$ cat src/rtl/spi_regfile_burst_pkg.sv
`default_nettype none
// ============================================================================
//  Module      : spi_regfile_burst_pkg
//  Description : Shared command layout, special addresses and FSM encoding
//                for the SPI burst register file.
//  Revision    : 1.0 - initial release
// ============================================================================
package spi_regfile_burst_pkg;

    // Command byte layout: bit 7 selects write, bits 6:0 carry the start address
    localparam int CMD_W_BIT    = 7;
    localparam int CMD_ADDR_MSB = 6;
    localparam int CMD_ADDR_LSB = 0;
    localparam int CMD_BITS     = 8;

    // Writes to this address only clear the sticky error flag
    localparam logic [6:0] ERR_CLR_ADDR = 7'h7F;

    typedef enum logic [1:0] {
        IDLE = 2'd0,
        CMD  = 2'd1,
        DATA = 2'd2
    } state_t;

endpackage
`default_nettype wire

$ cat src/rtl/spi_regfile_burst_sync_edge.sv
`default_nettype none
// ============================================================================
//  Module      : spi_sync_edge
//  Description : Multi-stage synchroniser for an asynchronous pin with
//                rise/fall detection from the last two stages.
//  Revision    : 1.0 - initial release
// ============================================================================
module spi_sync_edge #(
    parameter int   SYNC_STAGES = 2,
    parameter logic RESET_VAL   = 1'b0
) (
    input  logic clk,
    input  logic rst,
    input  logic async_in,
    output logic level,
    output logic rise,
    output logic fall
);

    logic [SYNC_STAGES-1:0] sync;

    // Shift the pin through the synchroniser chain; index 0 is the newest sample
    always_ff @(posedge clk) begin
        if (rst) begin
            sync <= {SYNC_STAGES{RESET_VAL}};
        end else begin
            sync <= {sync[SYNC_STAGES-2:0], async_in};
        end
    end

    assign level = sync[SYNC_STAGES-1];
    assign rise  =  sync[SYNC_STAGES-2] & ~sync[SYNC_STAGES-1];
    assign fall  = ~sync[SYNC_STAGES-2] &  sync[SYNC_STAGES-1];

endmodule
`default_nettype wire

$ cat src/rtl/spi_regfile_burst.sv
`default_nettype none
// ============================================================================
//  Module      : spi_regfile_burst
//  Description : SPI mode-0 peripheral register file with burst transfers,
//                address auto-increment, read-back on CIPO and per-frame
//                write commit onto a flat register bus.
//  Revision    : 1.0 - initial release
// ============================================================================
module spi_regfile_burst
    import spi_regfile_burst_pkg::*;
#(
    parameter int NUM_REGS    = 16,
    parameter int DATA_W      = 8,
    parameter int SYNC_STAGES = 2
) (
    input  logic                       clk,
    input  logic                       rst,
    input  logic                       nCS,
    input  logic                       SCLK,
    input  logic                       COPI,
    output logic                       CIPO,
    output logic                       CIPO_oe,
    output logic [NUM_REGS*DATA_W-1:0] reg_out,
    output logic                       wr_stb,
    output logic [6:0]                 wr_addr,
    output logic                       err
);

    localparam int         AW         = (NUM_REGS > 1) ? $clog2(NUM_REGS) : 1;
    localparam int         IN_W       = (DATA_W > CMD_BITS) ? DATA_W : CMD_BITS;
    localparam logic [7:0] NUM_REGS_L = 8'(NUM_REGS);
    localparam logic [6:0] LAST_ADDR  = 7'(NUM_REGS - 1);
    localparam logic [5:0] CMD_LAST   = 6'(CMD_BITS - 1);
    localparam logic [5:0] DATA_LAST  = 6'(DATA_W - 1);

    // ---------------------------------------------------------------- inputs
    logic ncs_level, ncs_rise, ncs_fall;
    logic sclk_level_unused, sclk_rise_raw, sclk_fall_raw;
    logic [SYNC_STAGES-1:0] copi_sync;
    logic                   copi_s;

    spi_sync_edge #(.SYNC_STAGES(SYNC_STAGES), .RESET_VAL(1'b1)) u_sync_ncs (
        .clk      (clk),
        .rst      (rst),
        .async_in (nCS),
        .level    (ncs_level),
        .rise     (ncs_rise),
        .fall     (ncs_fall)
    );

    spi_sync_edge #(.SYNC_STAGES(SYNC_STAGES), .RESET_VAL(1'b0)) u_sync_sclk (
        .clk      (clk),
        .rst      (rst),
        .async_in (SCLK),
        .level    (sclk_level_unused),
        .rise     (sclk_rise_raw),
        .fall     (sclk_fall_raw)
    );

    // Plain synchroniser for COPI; same depth keeps it aligned with SCLK
    always_ff @(posedge clk) begin
        if (rst) begin
            copi_sync <= '0;
        end else begin
            copi_sync <= {copi_sync[SYNC_STAGES-2:0], COPI};
        end
    end

    assign copi_s = copi_sync[SYNC_STAGES-1];

    // ----------------------------------------------------------------- state
    state_t                state, state_next;
    logic [SYNC_STAGES-1:0] prime;
    logic                  armed;
    logic [5:0]            bit_cnt;
    logic [IN_W-2:0]       shift_in;
    logic [IN_W-1:0]       shift_next;
    logic [6:0]            addr, next_addr;
    logic                  is_write, oor, is_clr, addr_ok;
    logic                  sclk_rise, sclk_fall;
    logic                  cmd_done, frame_done, do_write, do_clr, start_oor, abort;
    logic [7:0]            cmd_word;
    logic [DATA_W-1:0]     data_word, rd_word, rd_shift;
    logic [DATA_W-1:0]     regs [NUM_REGS];

    // An nCS rise in the same cycle as an SCLK edge wins; the edge is dropped
    assign sclk_rise  = sclk_rise_raw & ~ncs_rise & (state != IDLE);
    assign sclk_fall  = sclk_fall_raw & ~ncs_rise & (state != IDLE);
    assign shift_next = {shift_in, copi_s};
    assign cmd_word   = shift_next[7:0];
    assign data_word  = shift_next[DATA_W-1:0];
    assign cmd_done   = sclk_rise & (state == CMD)  & (bit_cnt == CMD_LAST);
    assign frame_done = sclk_rise & (state == DATA) & (bit_cnt == DATA_LAST);

    // The clear address is never a real register, even when NUM_REGS is 128
    assign is_clr     = (addr == ERR_CLR_ADDR);
    assign addr_ok    = ~oor & ~is_clr;
    assign do_write   = frame_done & is_write & addr_ok;
    assign do_clr     = frame_done & is_write & is_clr;
    assign start_oor  = ({1'b0, cmd_word[CMD_ADDR_MSB:CMD_ADDR_LSB]} >= NUM_REGS_L) &
                        (cmd_word[CMD_ADDR_MSB:CMD_ADDR_LSB] != ERR_CLR_ADDR);
    assign abort      = ncs_rise & (state != IDLE) & (bit_cnt != 6'd0);
    assign next_addr  = (addr == LAST_ADDR) ? 7'd0 : addr + 7'd1;
    assign rd_word    = addr_ok ? regs[addr[AW-1:0]] : '0;

    // Arm only once the synchroniser holds real samples and nCS reads high,
    // so a reset in the middle of a frame cannot start a bogus transaction
    always_ff @(posedge clk) begin
        if (rst) begin
            prime <= '0;
            armed <= 1'b0;
        end else begin
            prime <= {prime[SYNC_STAGES-2:0], 1'b1};
            if (prime[SYNC_STAGES-1] && ncs_level) begin
                armed <= 1'b1;
            end
        end
    end

    // FSM state register
    always_ff @(posedge clk) begin
        if (rst) begin
            state <= IDLE;
        end else begin
            state <= state_next;
        end
    end

    // FSM next-state: command byte first, then data frames until nCS rises
    always_comb begin
        state_next = state;
        unique case (state)
            IDLE: if (armed && ncs_fall) state_next = CMD;
            CMD: begin
                if (ncs_rise)      state_next = IDLE;
                else if (cmd_done) state_next = DATA;
            end
            DATA: if (ncs_rise) state_next = IDLE;
            default: state_next = IDLE;
        endcase
    end

    // Frame datapath: bit counting, command decode, address stepping, error flag
    always_ff @(posedge clk) begin
        if (rst) begin
            bit_cnt  <= '0;
            shift_in <= '0;
            addr     <= '0;
            is_write <= 1'b0;
            oor      <= 1'b0;
            wr_stb   <= 1'b0;
            wr_addr  <= '0;
            err      <= 1'b0;
        end else begin
            wr_stb <= 1'b0;
            if (state == IDLE) begin
                bit_cnt <= '0;
            end else if (sclk_rise) begin
                shift_in <= shift_next[IN_W-2:0];
                bit_cnt  <= (cmd_done || frame_done) ? 6'd0 : bit_cnt + 6'd1;
            end
            if (cmd_done) begin
                addr     <= cmd_word[CMD_ADDR_MSB:CMD_ADDR_LSB];
                is_write <= cmd_word[CMD_W_BIT];
                oor      <= start_oor;
            end
            // Out-of-range and clear-address transactions keep their address
            if (frame_done && addr_ok) begin
                addr <= next_addr;
            end
            if (do_write) begin
                wr_stb  <= 1'b1;
                wr_addr <= addr;
            end
            if (do_clr) begin
                err <= 1'b0;
            end
            if ((cmd_done && start_oor) || abort) begin
                err <= 1'b1;
            end
        end
    end

    // Register array, written once per completed in-range write frame
    always_ff @(posedge clk) begin
        if (rst) begin
            for (int i = 0; i < NUM_REGS; i++) begin
                regs[i] <= '0;
            end
        end else if (do_write) begin
            regs[addr[AW-1:0]] <= data_word;
        end
    end

    // Read-back shifter: load at the first falling edge of each data frame,
    // which precedes that frame's commit, so writes return the old value
    always_ff @(posedge clk) begin
        if (rst || state == IDLE) begin
            rd_shift <= '0;
        end else if (sclk_fall) begin
            if (state == DATA && bit_cnt == 6'd0) begin
                rd_shift <= rd_word;
            end else begin
                rd_shift <= rd_shift << 1;
            end
        end
    end

    assign CIPO    = rd_shift[DATA_W-1];
    assign CIPO_oe = ~ncs_level;

    for (genvar gi = 0; gi < NUM_REGS; gi++) begin : g_flat
        assign reg_out[gi*DATA_W +: DATA_W] = regs[gi];
    end

endmodule
`default_nettype wire

$ cat config.mk
export PLATFORM = sky130hd
export DESIGN_NAME = spi_regfile_burst
export DESIGN_NICKNAME = d
export VERILOG_FILES = /design/src/rtl/spi_regfile_burst_pkg.sv /design/src/rtl/spi_regfile_burst_sync_edge.sv /design/src/rtl/spi_regfile_burst.sv
export SDC_FILE = /design/constraint.sdc
export NUM_CORES = 1
export LEC_CHECK = 0
export CAP_MARGIN = 10
export CORE_MARGIN = 3
export CORE_UTILIZATION = 35
export CTS_CLUSTER_DIAMETER = 50
export DETAILED_ROUTE_END_ITERATION = 6
export SKIP_CTS_REPAIR_TIMING = 1
export SLEW_MARGIN = 20
export SYNTH_ARGS = -nofsm -noshare
export SYNTH_HDL_FRONTEND = slang
export SYNTH_SLANG_ARGS = --single-unit
$ cat constraint.sdc
create_clock -name clk -period 2.8 [get_ports clk]
set_input_delay 0.28 -clock clk [delete_from_list [all_inputs] [get_ports clk]]
set_output_delay 0.28 -clock clk [all_outputs]
set_load 0.03 [all_outputs]
== After elaboration in Yosys (flattened, before gate mapping) ==
Memories as Yosys holds them, arrays and structs flattened. A register that Yosys moved wholly into a read port is not among the register bits.
Index checks and enable logic that the tools add are counted.

* Bitwise operators: 27
* Add/sub/neg operators: 2
* $lt $le $gt $ge: 1
* Muxes and demuxes: 24
* Reductions and logical operators: 18
* Equality and inequality tests: 9

{| class="wikitable"
|+ Operator list
! operator !! count
|-
| 8-bit two-way mux || 3
|-
| 7-bit two-way mux || 3
|-
| 1-bit bitwise AND || 19
|-
| 4-bit two-way mux || 3
|-
| 1-bit two-way mux || 9
|-
| 2-bit two-way mux || 4
|-
| 1-bit NOT || 8
|-
| 8-bit OR reduction || 1
|-
| 7-bit by 1-bit adder with 7-bit output (second input constant) || 1
|-
| 7-bit by 4-bit == test with 1-bit output (second input constant) || 1
|-
| 7-bit == test (second input constant) || 1
|-
| 7-bit by 5-bit greater-or-equal comparator with 1-bit output (second input constant) || 1
|-
| 7-bit inequality test (second input constant) || 1
|-
| 6-bit by 1-bit adder with 6-bit output (second input constant) || 1
|-
| 6-bit by 3-bit == test with 1-bit output (second input constant) || 1
|-
| 6-bit zero test || 1
|-
| 6-bit two-way mux || 1
|-
| 2-bit one-hot mux with 3 select lines || 1
|-
| 2-bit nonzero test || 3
|-
| 6-bit nonzero test || 1
|-
| 1-bit logical AND || 5
|-
| 2-bit inequality test (second input constant) || 2
|-
| 1-bit logical OR || 3
|-
| 3-bit inequality test (second input constant) || 1
|-
| other kinds (6) || 6
|}

* Bits in registers: 50
* Input port bits: 5
* Word-level logic and storage cells: 98
* Memory bits (writable): 128
* Output and inout port bits: 139
* Memories kept: 1

{| class="wikitable"
|+ Memory list
! name !! words !! width !! rd ports !! clocked after memory_dff !! write ports !! line !! source
|-
| regs || 16 || 8 || 17 || 1 || 16 || spi_regfile_burst.sv:84 || <nowiki>logic [DATA_W-1:0] regs [NUM_REGS];</nowiki>
|}

== Longest topological paths before layout ==
* Depth after elaboration: 14
* Depth in mapped cells: 8
* Depth with buffers taken out: 6

== Hierarchy ==
Synthesis repeated with hierarchy kept, for this count alone.

* Cells, all modules: 691
* Area, all modules: 8185.4 um2

{| class="wikitable"
|+ By module, submodules not included
! module !! area each (um2) !! times used !! cells an instance !! sequential area each (um2)
|-
| spi_regfile_burst || 8054.0 || 1 || 679 || 4844.6
|-
| spi_sync_edge at u_sync_ncs || 66.3 || 1 || 6 || 40.0
|-
| spi_sync_edge at u_sync_sclk || 65.1 || 1 || 6 || 40.0
|}

== Worst setup path before layout ==
Ideal clock, no wire load.

* Path kind: flip-flop to flip-flop
* Start point: reg addr[0]
* End point: mem regs[15][0] (enable)
* Setup time: 0.384 ns
* Arrival: 2.044 ns
* Clock period less this slack: 2.428 ns
* Required time: 2.416 ns
* Cell stages (with the launch flop): 6
* Path slack: 0.372 ns
* Buffers on the path: 0
* Cell sequence: dfxtp_1 ha_1 and3_1 a21boi_2 nand4_1 o21ai_0

{| class="wikitable"
|+ RTL lines
! element !! line !! source
|-
| start: declaration || spi_regfile_burst.sv:78 || <nowiki>logic [6:0] addr, next_addr;</nowiki>
|-
| start signal: assignment || spi_regfile_burst.sv:163 || <nowiki>addr <= cmd_word[CMD_ADDR_MSB:CMD_ADDR_LSB];</nowiki>
|-
| start signal: assignment || spi_regfile_burst.sv:169 || <nowiki>addr <= next_addr;</nowiki>
|-
| end: declaration || spi_regfile_burst.sv:84 ||
|}

==> flow_summary.toml <==
[min_path]
hold_path_class = "in -> reg"

[synthesis]
number_of_register_bits_inferred_by_synthesis = 182
area_fraction_in_compound_gates_after_synthesis_pct = 8.900
synth.yosys.seq_area_share_pct = 59.57
multiplexer_area_fraction_after_synthesis_pct = 7.643
synth-main-ff-cell = "sky130_fd_sc_hd__edfxtp_1"
synth-adder-area-share_pct = 0.9081
number_of_enable_type_register_cells_in_the_synthesized_netlist = 128
mappedNetlistArea_um2 = 8267
synth_cell_type_count = 66
synth_warnings = 0
synthArstFlopShare_pct = 0
synth_xor_area_share_pct = 0.4238
postSynthCellCount = 742
postSynthNetCount = 753
syn_area_per_cell_um2 = 11.14
combinational_family_with_the_most_area_after_synthesis = "simple AND/OR/NAND/NOR gates"
synthSimpleGateAreaFrac_pct = 19.09

[global_routing]
grt_start_max_net_pins = 41
grt_pass1_wl_mm = 40.79
grt-ovfl-total = 0
groute.usage.overall_pct = 21.49
grt_antenna_before_repair = 0
first_global_vias = 6269

[cts]
clk_path_buf_depth = 2
clk-insertion-delay-late_ns = 0.44
cts.htree.levels = 4
cts_tree = "built"
path_clk_slew_ns = 0.07
ctsRootBufferMaster = "sky130_fd_sc_hd__clkbuf_16"
cts.sink_count = 182
cts_made_buffers = 17

[floorplan]
dieArea_um2 = 25500
dieHeight_um = 159.7
core_area_um2 = 22920
start_util_pct = 36.07
ioPinCount = 144
die-width_um = 159.7
floorplan.rows = 55

[finish]
layout_common_cells = "150 x sky130_fd_sc_hd__nor2_1, 142 x sky130_fd_sc_hd__clkdlybuf4s50_1, 128 x sky130_fd_sc_hd__edfxtp_1"
fin_nets = 892
syn_to_final_growth_pct = 29.17
multi_input_gate_area_in_the_final_layout_um2 = 3062
finalCoreUtilization_pct = 46.60
finish.instance_area_um2 = 10680
share_of_cells_above_drive_strength_1_pct = 11.41
layout.cells.most_common = "sky130_fd_sc_hd__nor2_1"
diodes = 0
sequential_cell_area_um2 = 4926
fillers = 2104

[route]
first_pass_iters = 6
drtIter0Drc = 725
drt_drc_violations_left = 0
ant_nets = 0
wl_mm = 27.52
route.vias.total = 6443
drt-vias-per-instance = 5.338
post_drt_wl_per_cell_um = 22.80

[placement]
detailed_place_hpwl_mm = 20.17
port_buffers = 143
place_congestion = 0.8841
detailed_place.area_um2 = 10100

[pwr]
cell_internal_pwr_uw = 4331
power_leakage_uw = 0.003496
switching_share_pct = 24.72
vdd.ir_drop.worst_mv = 0.4199
total_power_uw = 5753
power_frac_comb_pct = 6.9
seq_power_share_pct = 52.2
power.density_nw_per_um2 = 538.8
net-switching-power_uw = 1422
clockPowerShare_pct = 40.9

[setup_path]
cpMaxStageDelayCell = "sky130_fd_sc_hd__dfxtp_1"
timing.critical_path.required_ns = 2.90
critical_path_buf_inv_count = 1
worst-setup-path-type = "reg -> reg"
crit_path_end_kind = "flop"
worstPathArrival_ns = 2.66
peak_per_stage_delay_on_the_critical_path_ns = 0.38
kind_of_cell_adding_the_most_delay_to_the_critical_path = "simple AND/OR/NAND/NOR gates"
ordered_list_of_cells_on_the_worst_path = "ha_1 > and3_1 > a21boi_2 > nand4_2 > nor3_1 > buf_4 > a21o_1"
worstPathMaxFanout = 8
timing.critical_path.from_type = "flop"

[timing]
timing.final.crit_share_pct = 91.49
fmaxAchievable_mhz = 390.4
rsz0062_at_grt = "false"
finClkSkew_ns = 0.01062
final-max-slew-violation-count = 0
worst_hold_margin_ns = 0.3950
tightestPinTransition_ns = 0.8309
max_slew_margin_pct = 44.40
setup_viol = 0
finalCriticalPeriod_ns = 2.562
fin_tns_setup_ns = 0
timing.final.hold_violations = 0

[job]
max_cap_violations = 0

[run_status]
status = "completed"
worst reg2reg max path, stage by stage (launching register included):
cell                       delay (ns)
sky130_fd_sc_hd__dfxtp_1         0.38
sky130_fd_sc_hd__ha_1            0.24
sky130_fd_sc_hd__and3_1          0.24
sky130_fd_sc_hd__a21boi_2        0.29
sky130_fd_sc_hd__nand4_2         0.21
sky130_fd_sc_hd__nor3_1          0.34
sky130_fd_sc_hd__buf_4           0.19
sky130_fd_sc_hd__a21o_1          0.34
Yosys cell counts, types with 3 or more instances:
| library cell | number | share of area, % |
|---|---|---|
| sky130_fd_sc_hd__nor2_1 | 150 | 6.8 |
| sky130_fd_sc_hd__edfxtp_1 | 128 | 46 |
| sky130_fd_sc_hd__nand2_1 | 83 | 3.8 |
| sky130_fd_sc_hd__dfxtp_1 | 54 | 13 |
| sky130_fd_sc_hd__mux2i_1 | 26 | 3.1 |
| sky130_fd_sc_hd__clkbuf_1 | 23 | 1.0 |
| sky130_fd_sc_hd__buf_2 | 22 | 1.3 |
| sky130_fd_sc_hd__a21oi_1 | 21 | 1.3 |
| sky130_fd_sc_hd__nor3_1 | 20 | 1.2 |
| sky130_fd_sc_hd__nor2b_1 | 18 | 1.4 |
| sky130_fd_sc_hd__o21ai_0 | 17 | 1.0 |
| sky130_fd_sc_hd__a21o_1 | 16 | 1.5 |
| sky130_fd_sc_hd__mux4_2 | 16 | 4.4 |
| sky130_fd_sc_hd__inv_1 | 11 | 0.50 |
| sky130_fd_sc_hd__a22oi_1 | 9 | 0.82 |
| sky130_fd_sc_hd__nand3_1 | 9 | 0.54 |
| sky130_fd_sc_hd__a31oi_1 | 8 | 0.61 |
| sky130_fd_sc_hd__nand4_1 | 8 | 0.61 |
| sky130_fd_sc_hd__buf_1 | 7 | 0.32 |
| sky130_fd_sc_hd__and2_1 | 6 | 0.45 |
| sky130_fd_sc_hd__ha_1 | 6 | 0.91 |
| sky130_fd_sc_hd__and3_1 | 5 | 0.38 |
| sky130_fd_sc_hd__or3_1 | 5 | 0.38 |
| sky130_fd_sc_hd__a2111oi_0 | 4 | 0.42 |
| sky130_fd_sc_hd__a211oi_1 | 4 | 0.36 |
| sky130_fd_sc_hd__a211o_1 | 3 | 0.32 |
| sky130_fd_sc_hd__a21boi_0 | 3 | 0.27 |
| sky130_fd_sc_hd__a22o_1 | 3 | 0.32 |
| sky130_fd_sc_hd__nor4_1 | 3 | 0.23 |
| sky130_fd_sc_hd__o211ai_1 | 3 | 0.27 |
| sky130_fd_sc_hd__or2_2 | 3 | 0.23 |
| sky130_fd_sc_hd__xnor2_1 | 3 | 0.32 |
final timing paths:
kind | cells past startpoint | end | slack (ns) | start
max reg2reg | 7 | regs[2][4] | 0.24 | addr[0]
min | 2 | copi_sync[0] | 0.40 | COPI
min reg2reg | 1 | prime[1] | 0.44 | prime[0]
max | 7 | regs[2][4] | 0.24 | addr[0]
stage by stage:
step                cells  worst slack (ns)
finish               1207            0.2383
global route         1207           0.06465
CTS                  1207            0.3002
detailed placement   1175            0.3203
global placement     1175            0.3823
floorplan             742            0.3718
cell type report:
class	count	area share [%]
Sequential cell	182	46.13
Inverter	11	0.3867
Clock buffer	19	4.347
Clock inverter	13	1.019
Tap cell	313	3.668
Multi-Input combinational cell	495	28.67
Timing Repair Buffer	174	15.77
power groups by stage:
stage | combinational, µW | clock, µW | sequential [µW]
floorplan | 86.8 | 0 | 3160
global placement | 395 | 0 | 3060
detailed placement | 396 | 0 | 3060
CTS | 397 | 2380 | 3000
global route | 411 | 2510 | 3010
finish | 395 | 2350 | 3000
registers in the layout (all words and copies together) (netlist names), named ones only:
register,flops
rd_shift,8
wr_addr,7
prime,2
copi_sync,2
wr_stb,1
state,2
armed,1
regs,128
bit_cnt,6
oor,1
is_write,1
shift_in,7
u_sync_sclk.sync,2
addr,7
err,1
u_sync_ncs.sync,2
routing by layer:
layer	vias to the layer above	routed length, µm	part of all wire, %	global-route usage [%]
met2	333	12920	47	34.38
met3	27	2692	9.8	5.551
met5	-	0	0	0
met1	3141	11510	42	29.53
met4	0	390	1.4	4.934
li1	2942	-	-	-
kinds of logic (layout without fill, tap and decap cells):
family,Yosys count,in the layout
buffers and inverters,65,217
DFF,182,182
muxes,43,43
and+or+nand+nor,335,335
AOI/OAI and AO/OA,107,107
xor gates and xnor gates,4,4
adders and majority gates,6,6
No activity file was read; power rests on OpenSTA's default activity.
